==> src/rtl/defuzz_wavg.sv <==
// defuzz_wavg: weighted-average defuzzifier, serial MAC then restoring divider; `FZ_DEFUZZ_ROUND_EN rounds half away from zero
module defuzz_wavg #(
    parameter logic signed [15:0] G_NN = -16'sd24576,
    parameter logic signed [15:0] G_NP = -16'sd8192,
    parameter logic signed [15:0] G_PN = 16'sd8192,
    parameter logic signed [15:0] G_PP = 16'sd24576
) (
    input  logic        clk,
    input  logic        rst_n,
    input  logic        in_valid,
    output logic        in_ready,
    input  logic [15:0] w_nn,
    input  logic [15:0] w_np,
    input  logic [15:0] w_pn,
    input  logic [15:0] w_pp,
    output logic        out_valid,
    input  logic        out_ready,
    output logic [15:0] u_out,
    output logic        zero_w,
    output logic        busy
);
`ifdef FZ_DEFUZZ_ROUND_EN
    localparam int NIT = 18;
`else
    localparam int NIT = 17;
`endif
    typedef enum logic [1:0] {IDLE, ACC, DIV, DONE} state_t;
    state_t state, state_nx;
    logic [3:0][15:0] wr;
    logic [17:0] den;
    logic signed [33:0] num, num_nx;
    logic [1:0] idx;
    logic sign;
    logic [17:0] rem, rem_nx, lo;
    logic [NIT-1:0] q, q_nx;
    logic [4:0] cnt;
    logic signed [15:0] g;
    logic [32:0] mag_nx;
    logic [18:0] trial, qr;
    logic qbit;
    logic [15:0] u_nx;
    always_comb begin
        g = idx == 2'd0 ? G_NN : idx == 2'd1 ? G_NP : idx == 2'd2 ? G_PN : G_PP;
        num_nx = num + 34'($signed({1'b0, wr[idx]})) * 34'(g);
        mag_nx = num_nx[33] ? 33'(-num_nx) : num_nx[32:0];
        trial = {rem, lo[17]};
        qbit = trial >= {1'b0, den};
        rem_nx = qbit ? 18'(trial - {1'b0, den}) : trial[17:0];
        q_nx = {q[NIT-2:0], qbit};
`ifdef FZ_DEFUZZ_ROUND_EN
        qr = (19'(q_nx) + 19'd1) >> 1;
`else
        qr = 19'(q_nx);
`endif
        u_nx = sign ? (qr > 19'd32768 ? 16'h8000 : 16'(-qr))
                    : (qr > 19'd32767 ? 16'h7fff : qr[15:0]);
    end
    always_ff @(posedge clk or negedge rst_n)
        if (!rst_n) state <= IDLE;
        else state <= state_nx;
    always_comb begin
        state_nx = state;
        case (state)
            IDLE: state_nx = in_valid ? ACC : IDLE;
            ACC: state_nx = idx != 2'd3 ? ACC : den == 18'd0 ? DONE : DIV;
            DIV: state_nx = cnt == 5'(NIT - 1) ? DONE : DIV;
            DONE: state_nx = out_ready ? IDLE : DONE;
            default: state_nx = IDLE;
        endcase
    end
    always_comb begin
        in_ready = state == IDLE;
        out_valid = state == DONE;
        busy = state == ACC || state == DIV;
    end
    always_ff @(posedge clk or negedge rst_n)
        if (!rst_n) begin
            wr <= '0;
            den <= '0;
            num <= '0;
            idx <= '0;
            sign <= 1'b0;
            rem <= '0;
            lo <= '0;
            q <= '0;
            cnt <= '0;
            u_out <= '0;
            zero_w <= 1'b0;
        end else begin
            case (state)
                IDLE: if (in_valid) begin
                    wr <= {w_pp, w_pn, w_np, w_nn};
                    den <= 18'(w_nn) + 18'(w_np) + 18'(w_pn) + 18'(w_pp);
                    num <= '0;
                    idx <= '0;
                end
                ACC: begin
                    num <= num_nx;
                    idx <= idx + 2'd1;
                    if (idx == 2'd3 && den == 18'd0) begin
                        u_out <= '0;
                        zero_w <= 1'b1;
                    end else if (idx == 2'd3) begin
                        sign <= num_nx[33];
                        rem <= {2'b0, mag_nx[32:17]};
                        lo <= {mag_nx[16:0], 1'b0};
                        q <= '0;
                        cnt <= '0;
                    end
                end
                DIV: begin
                    rem <= rem_nx;
                    lo <= lo << 1;
                    q <= q_nx;
                    cnt <= cnt + 5'd1;
                    if (cnt == 5'(NIT - 1)) begin
                        u_out <= u_nx;
                        zero_w <= 1'b0;
                    end
                end
                default: ;
            endcase
        end
endmodule

==> config.mk <==
export PLATFORM = sky130hd
export DESIGN_NAME = defuzz_wavg
export DESIGN_NICKNAME = d
export VERILOG_FILES = /design/src/rtl/defuzz_wavg.sv
export SDC_FILE = /design/constraint.sdc
export NUM_CORES = 1
export LEC_CHECK = 0
export ABC_AREA = 1
export CORE_ASPECT_RATIO = 1.5
export CORE_MARGIN = 2
export CORE_UTILIZATION = 30
export CTS_BUF_LIST = sky130_fd_sc_hd__clkbuf_2
export DETAILED_ROUTE_END_ITERATION = 8
export PLACE_DENSITY = 0.49
export SLEW_MARGIN = 20
export SYNTH_ARGS = -nofsm -noshare
export SYNTH_HDL_FRONTEND = slang
export SYNTH_SLANG_ARGS = --single-unit
==> constraint.sdc <==
create_clock -name clk -period 7.5 [get_ports clk]
set_clock_uncertainty 0.2 [all_clocks]
set_input_delay 1.875 -clock clk [delete_from_list [all_inputs] [get_ports clk]]
set_output_delay 1.875 -clock clk [all_outputs]
set_load 0.03 [all_outputs]
; ---- Yosys cells after proc, flatten, opt, wreduce, memory -nomap -nowiden
; Index checks and enable logic that the tools add are counted.
; W data, S select, Z words.
[word_totals]
reg_bits = 195
out_inout_bits = 20
[op_classes]
addsub = 9
multipliers = 1
magnitude_cmp = 4
eq_ne = 13
muxes = 38
n_bitwise = 1
n_reduce_logical = 12
[ops]
columns = op, n
row1 = $mux W16, 10
row2 = $mux W18, 5
row3 = $pmux W18 S2, 2
row4 = $pmux W34 S2, 1
row5 = $pmux W16 S2, 2
row6 = $add A34 B33 Y34, 1
row7 = $mux W34, 1
row8 = $mul A17 B16 Y33, 1
row9 = $mux W33, 1
row10 = $neg A33 Y33, 1
row11 = $bmux W16 S2, 1
row12 = $ge A19 B18 Y1, 1
row13 = $add A17 B16 Y18, 1
row14 = $add A18 B16 Y18, 1
row15 = $logic_not A18 Y1, 1
row16 = $sub A18 B18 Y18, 1
row17 = $add A16 B16 Y17, 1
row18 = $gt A17 B15 Y1 const B, 1
row19 = $gt A17 B16 Y1 const B, 1
row20 = $neg A16 Y16, 1
row21 = $mux W15, 1
row22 = $mux W5, 2
row23 = $pmux W5 S2, 1
row24 = $reduce_and A3 Y1, 3
row25 = other kinds (19), 36

; ---- Longest topological paths before layout
[logic_depth]
ltp_word = 11
ltp_mapped = 37

; ---- Worst setup path before layout
; OpenSTA, ideal clock, no wires.
[synth_path]
path_type = reg-to-reg
start = reg idx[0]
end = reg rem[12]
setup_time_ps = 117
arrival_time_ps = 5980
path_slack_ps = 1203
stages_incl_launch_ff = 36
n_path_buf = 4
path_cell_list = dfrtp_1 clkbuf_1 clkinv_1 clkbuf_1 ha_1 nor2_1 inv_1 clkbuf_1 or2_2 fa_1 inv_1 ha_1 ha_1 ha_1 inv_1 fa_1 inv_1 fa_1 ha_1 nand2_1 nand2_1 nand2_1 nand3_2 nand2_1 nand2_1 a21oi_1 nand2_1 nand2_2 buf_6 o21ai_1 nand2_1 nand2_1 nand3_1 nand2_1 nand2_1 nand2_1
[synth_between]
elab_chain_cells = 11
[synth_rtl]
columns = element, line
row1 = from (decl), 32  ; logic [1:0] idx;
row2 = from (signal assigned), 99  ; idx <= idx + 2'd1;
row3 = $eq A2 B2 Y1, 43  ; g = idx == 2'd0 ? G_NN : idx == 2'd1 ? G_NP : idx == 2'd2 ? G_PN : G_PP;
row4 = $mux W15, 43
row5 = $mux W16 (2 in series), 43
row6 = $mul A17 B16 Y33, 44  ; num_nx = num + 34'($signed({1'b0, wr[idx]})) * 34'(g);
row7 = $add A34 B33 Y34, 44
row8 = $neg A33 Y33, 45  ; mag_nx = num_nx[33] ? 33'(-num_nx) : num_nx[32:0];
row9 = $mux W33, 45
row10 = $mux W18, 103  ; end else if (idx == 2'd3) begin
row11 = $mux W18, 100  ; if (idx == 2'd3 && den == 18'd0) begin
row12 = $pmux W18 S2, 90  ; case (state)
row13 = to (signal assigned), 105  ; rem <= {2'b0, mag_nx[32:17]};
row14 = to (signal assigned), 112  ; rem <= rem_nx;
row15 = to (decl), 34  ; logic [17:0] rem, rem_nx, lo;
; Several ways; a longest one is shown, not always the timed one. The select of a mux whose other input is x is not followed.
; A chain may end at the register's enable or synchronous reset.

; ---- Final worst setup path
[layout_path]
start = reg idx[0]
end = reg rem[3]
; The elaborated chain is that of the path after synthesis.

==> flow_metrics.tcl <==
set metrics [dict create \
    status "completed" \
    worstMarginPinSlew_ps 985 \
    grt_first_pass_wirelength_um 67500 \
    pin_count 88 \
    reg2reg_to "rem[3]" \
    relSlewSlack_pct 34.3 \
    cp.arrival_ps 7220 \
    die_area_mm2 0.0489 \
    reg2reg_from "idx[0]" \
    start_util_pct 30.3 \
    async_reset_ff_share_pct 100 \
    cp_common_cell "nand2_1" \
    synth_edf_count 0 \
    syn_to_final_growth_pct 12.0 \
    layout_commonest_cell "nand2_1" \
    fin_crit_sh_pct 88.6 \
    timing.fmax_mhz 150 \
    nets 2140 \
    ys_seq_area_share_pct 32.1 \
    yosys.area_share.simple_pct 25.6 \
    synth_area_leader_cell "dfrtp_1" \
    viasPerCell 4.89 \
    layout-drive-gt1-share_pct 5.53 \
    hold_end "lo[1]" \
    clock_sinks 181 \
    dp_hpwl_um 33100 \
    cp_top_family "adder cells" \
    fin_util_pct 34.0 \
    synth-xor-area-share_pct 2.16 \
    cp-end-kind "register" \
    die_h_um 270 \
    core_area_mm2 0.0466 \
    grt_overflow_total 0 \
    vias 12100 \
    h-tree-depth 4 \
    die_w_um 181 \
    portBuffers 87 \
    use_met1_pct 20.5 \
    final_cell_mix "nand2_1 (574), inv_1 (199), dfrtp_1 (181), ha_1 (141), nand3_1 (87)" \
    worst-path-max-fanout 22 \
    clk_path_buf_depth 2 \
    finalSetupViolCount 0 \
    syn_inst 1807 \
    grt-busiest-layer "met2" \
    grt_max_degree 86 \
    synth_cell_types 53 \
    synth.area.mux_share_pct 0 \
    hp-class "register to register" \
    finalSetupTns_ps 0 \
    path_class "register to register" \
    drtPass1Iterations 5 \
    grt_use_total_pct 17.6 \
    holdBufCountCts 0 \
    yosys_warnings 0 \
    critPathMaxStageDelay_ps 490 \
    synth_area_mm2 0.0141 \
    synth-compound-area-share_pct 11.3 \
    drt_iter0_markers 617 \
    drc 0 \
    ant_nets 0 \
    rsz0062_at_grt "false" \
    gp_congestion 0.878 \
    cts_tree "done" \
    grt_pass1_vias 12500 \
    synth_ff_type "dfrtp_1" \
    fin_crit_ps 6650 \
    cts_root_buf "clkbuf_2" \
    num_rows 97 \
    synth_top_family_by_area "simple AND/OR/NAND/NOR gates" \
    slowest_stage "fa_1" \
    clkLatencyLatePin_ps 870 \
    dpl_cell_area_mm2 0.0156 \
    crit_required_ps 8070 \
    hold_path_depth 2 \
    critPathLaunchType "register" \
    worst-r2r-cell-count 28 \
    met3_usage_pct 2.05 \
    synth-adder-area-share_pct 21.6 \
    stdcell_area_mm2 0.0158 \
    worst-path-buf-inv 5 \
    cts_resized 0 \
    wl_um 42000 \
    final_max_slew_viol_count 0 \
    hold_viol 0 \
    antenna_found_initial 3 \
    maxCapViolations 0 \
    numCtsBuffers 17 \
    cts_setup_buffers 0 \
    syn_area_per_cell_um2 7.82 \
    synth_area_leaders "dfrtp_1 (32%), nand2_1 (15%), ha_1 (12%)" \
    syn-num-nets 2080 \
    yosys_register_bits 181 \
    wire_per_inst_um 17.0 \
    holdCritStartpoint "lo[1]" \
    r2r_setup_slack_ps 850 \
    crit_start "idx[0]" \
    clk_pin_slew_ps 290 \
    yosysTopAreaCellShare_pct 32.1 \
    grtUsageMet2_pct 32.4 \
]
## through the flow
stage | setup WS [ps] | instances | hold slack [ps]
global route | 342 | 2476 | 333
finish | 853 | 2476 | 319
global placement | 1020 | 2442 | 263
CTS | 868 | 2474 | 320
floorplan | 1200 | 1807 | 244
detailed placement | 867 | 2442 | 265
## cells by family (layout without fill, tap and decap cells)
| kind of cell | Yosys count | after routing |
|---|---|---|
| other | 0 | 2 |
| buffers and inverters | 267 | 340 |
| flip-flops | 181 | 181 |
| AND/OR/NAND/NOR | 846 | 846 |
| adder cells (fa/ha/maj) | 205 | 205 |
| AO/OA/AOI/OAI | 274 | 274 |
| XOR/XNOR | 34 | 34 |
## area by class of cell
| cell class | instances | area, µm² |
|---|---|---|
| Antenna cell | 2 | 5.00 |
| Clock buffer | 17 | 85.1 |
| Clock inverter | 15 | 166 |
| Fill cell | 5012 | 30800 |
| Inverter | 211 | 792 |
| Multi-Input combinational cell | 1359 | 8550 |
| Sequential cell | 181 | 4530 |
| Tap cell | 594 | 743 |
| Timing Repair Buffer | 97 | 950 |
## Yosys cell counts, types with 5 or more instances
cell type  instances
nor3_1            18
dfrtp_1          181
clkbuf_1          44
xor2_1            17
nand4_1           24
o22ai_1           33
nand3b_1           6
o211ai_1          12
inv_1            199
nor2_2             7
xnor2_1           16
a32o_1            12
a21oi_1           79
nand2_1          575
nand3_1           87
nand2_2           15
buf_2              5
inv_2             10
o21ai_0           80
ha_1             141
a31oi_1           12
nor2_1            79
fa_1              64
o21ai_1           21
or2_2             13
o31ai_1            5
## metal layers
metal  up-vias  share of wire (%)  wire length, µm
li1       6019                  -                -
met1      5785                 42            17800
met2       226                 52            21600
met3        70                2.4             1020
met4         2                3.6             1500
met5         -              0.038               16
## how the worst max path moves through the flow
stage / end / slack (ps) / cells past startpoint
6_report: rem[3] / 850 / 28
4_1_cts: rem[3] / 870 / 28
5_1_grt: rem[3] / 340 / 28
3_5_place_dp: rem[3] / 870 / 28
3_3_place_gp: rem[12] / 1020 / 31
2_1_floorplan: rem[12] / 1200 / 35
## tightest hold or removal path, cell delays in order (launching register included)
cell	delay, ps
dfrtp_1	430
inv_1	60
nor2_1	40
## flip-flops by register name, summed over array words and instances, names as in the netlist
register and cells:
num 21, lo 17, state 2, rem 18, idx 2, sign 1
wr 64, den 18, cnt 5, q 16, u_out 16, zero_w 1
Power is left out: the tool's default activity adds up to more than one toggle a clock period on the data nets, which glitch-free logic cannot reach.
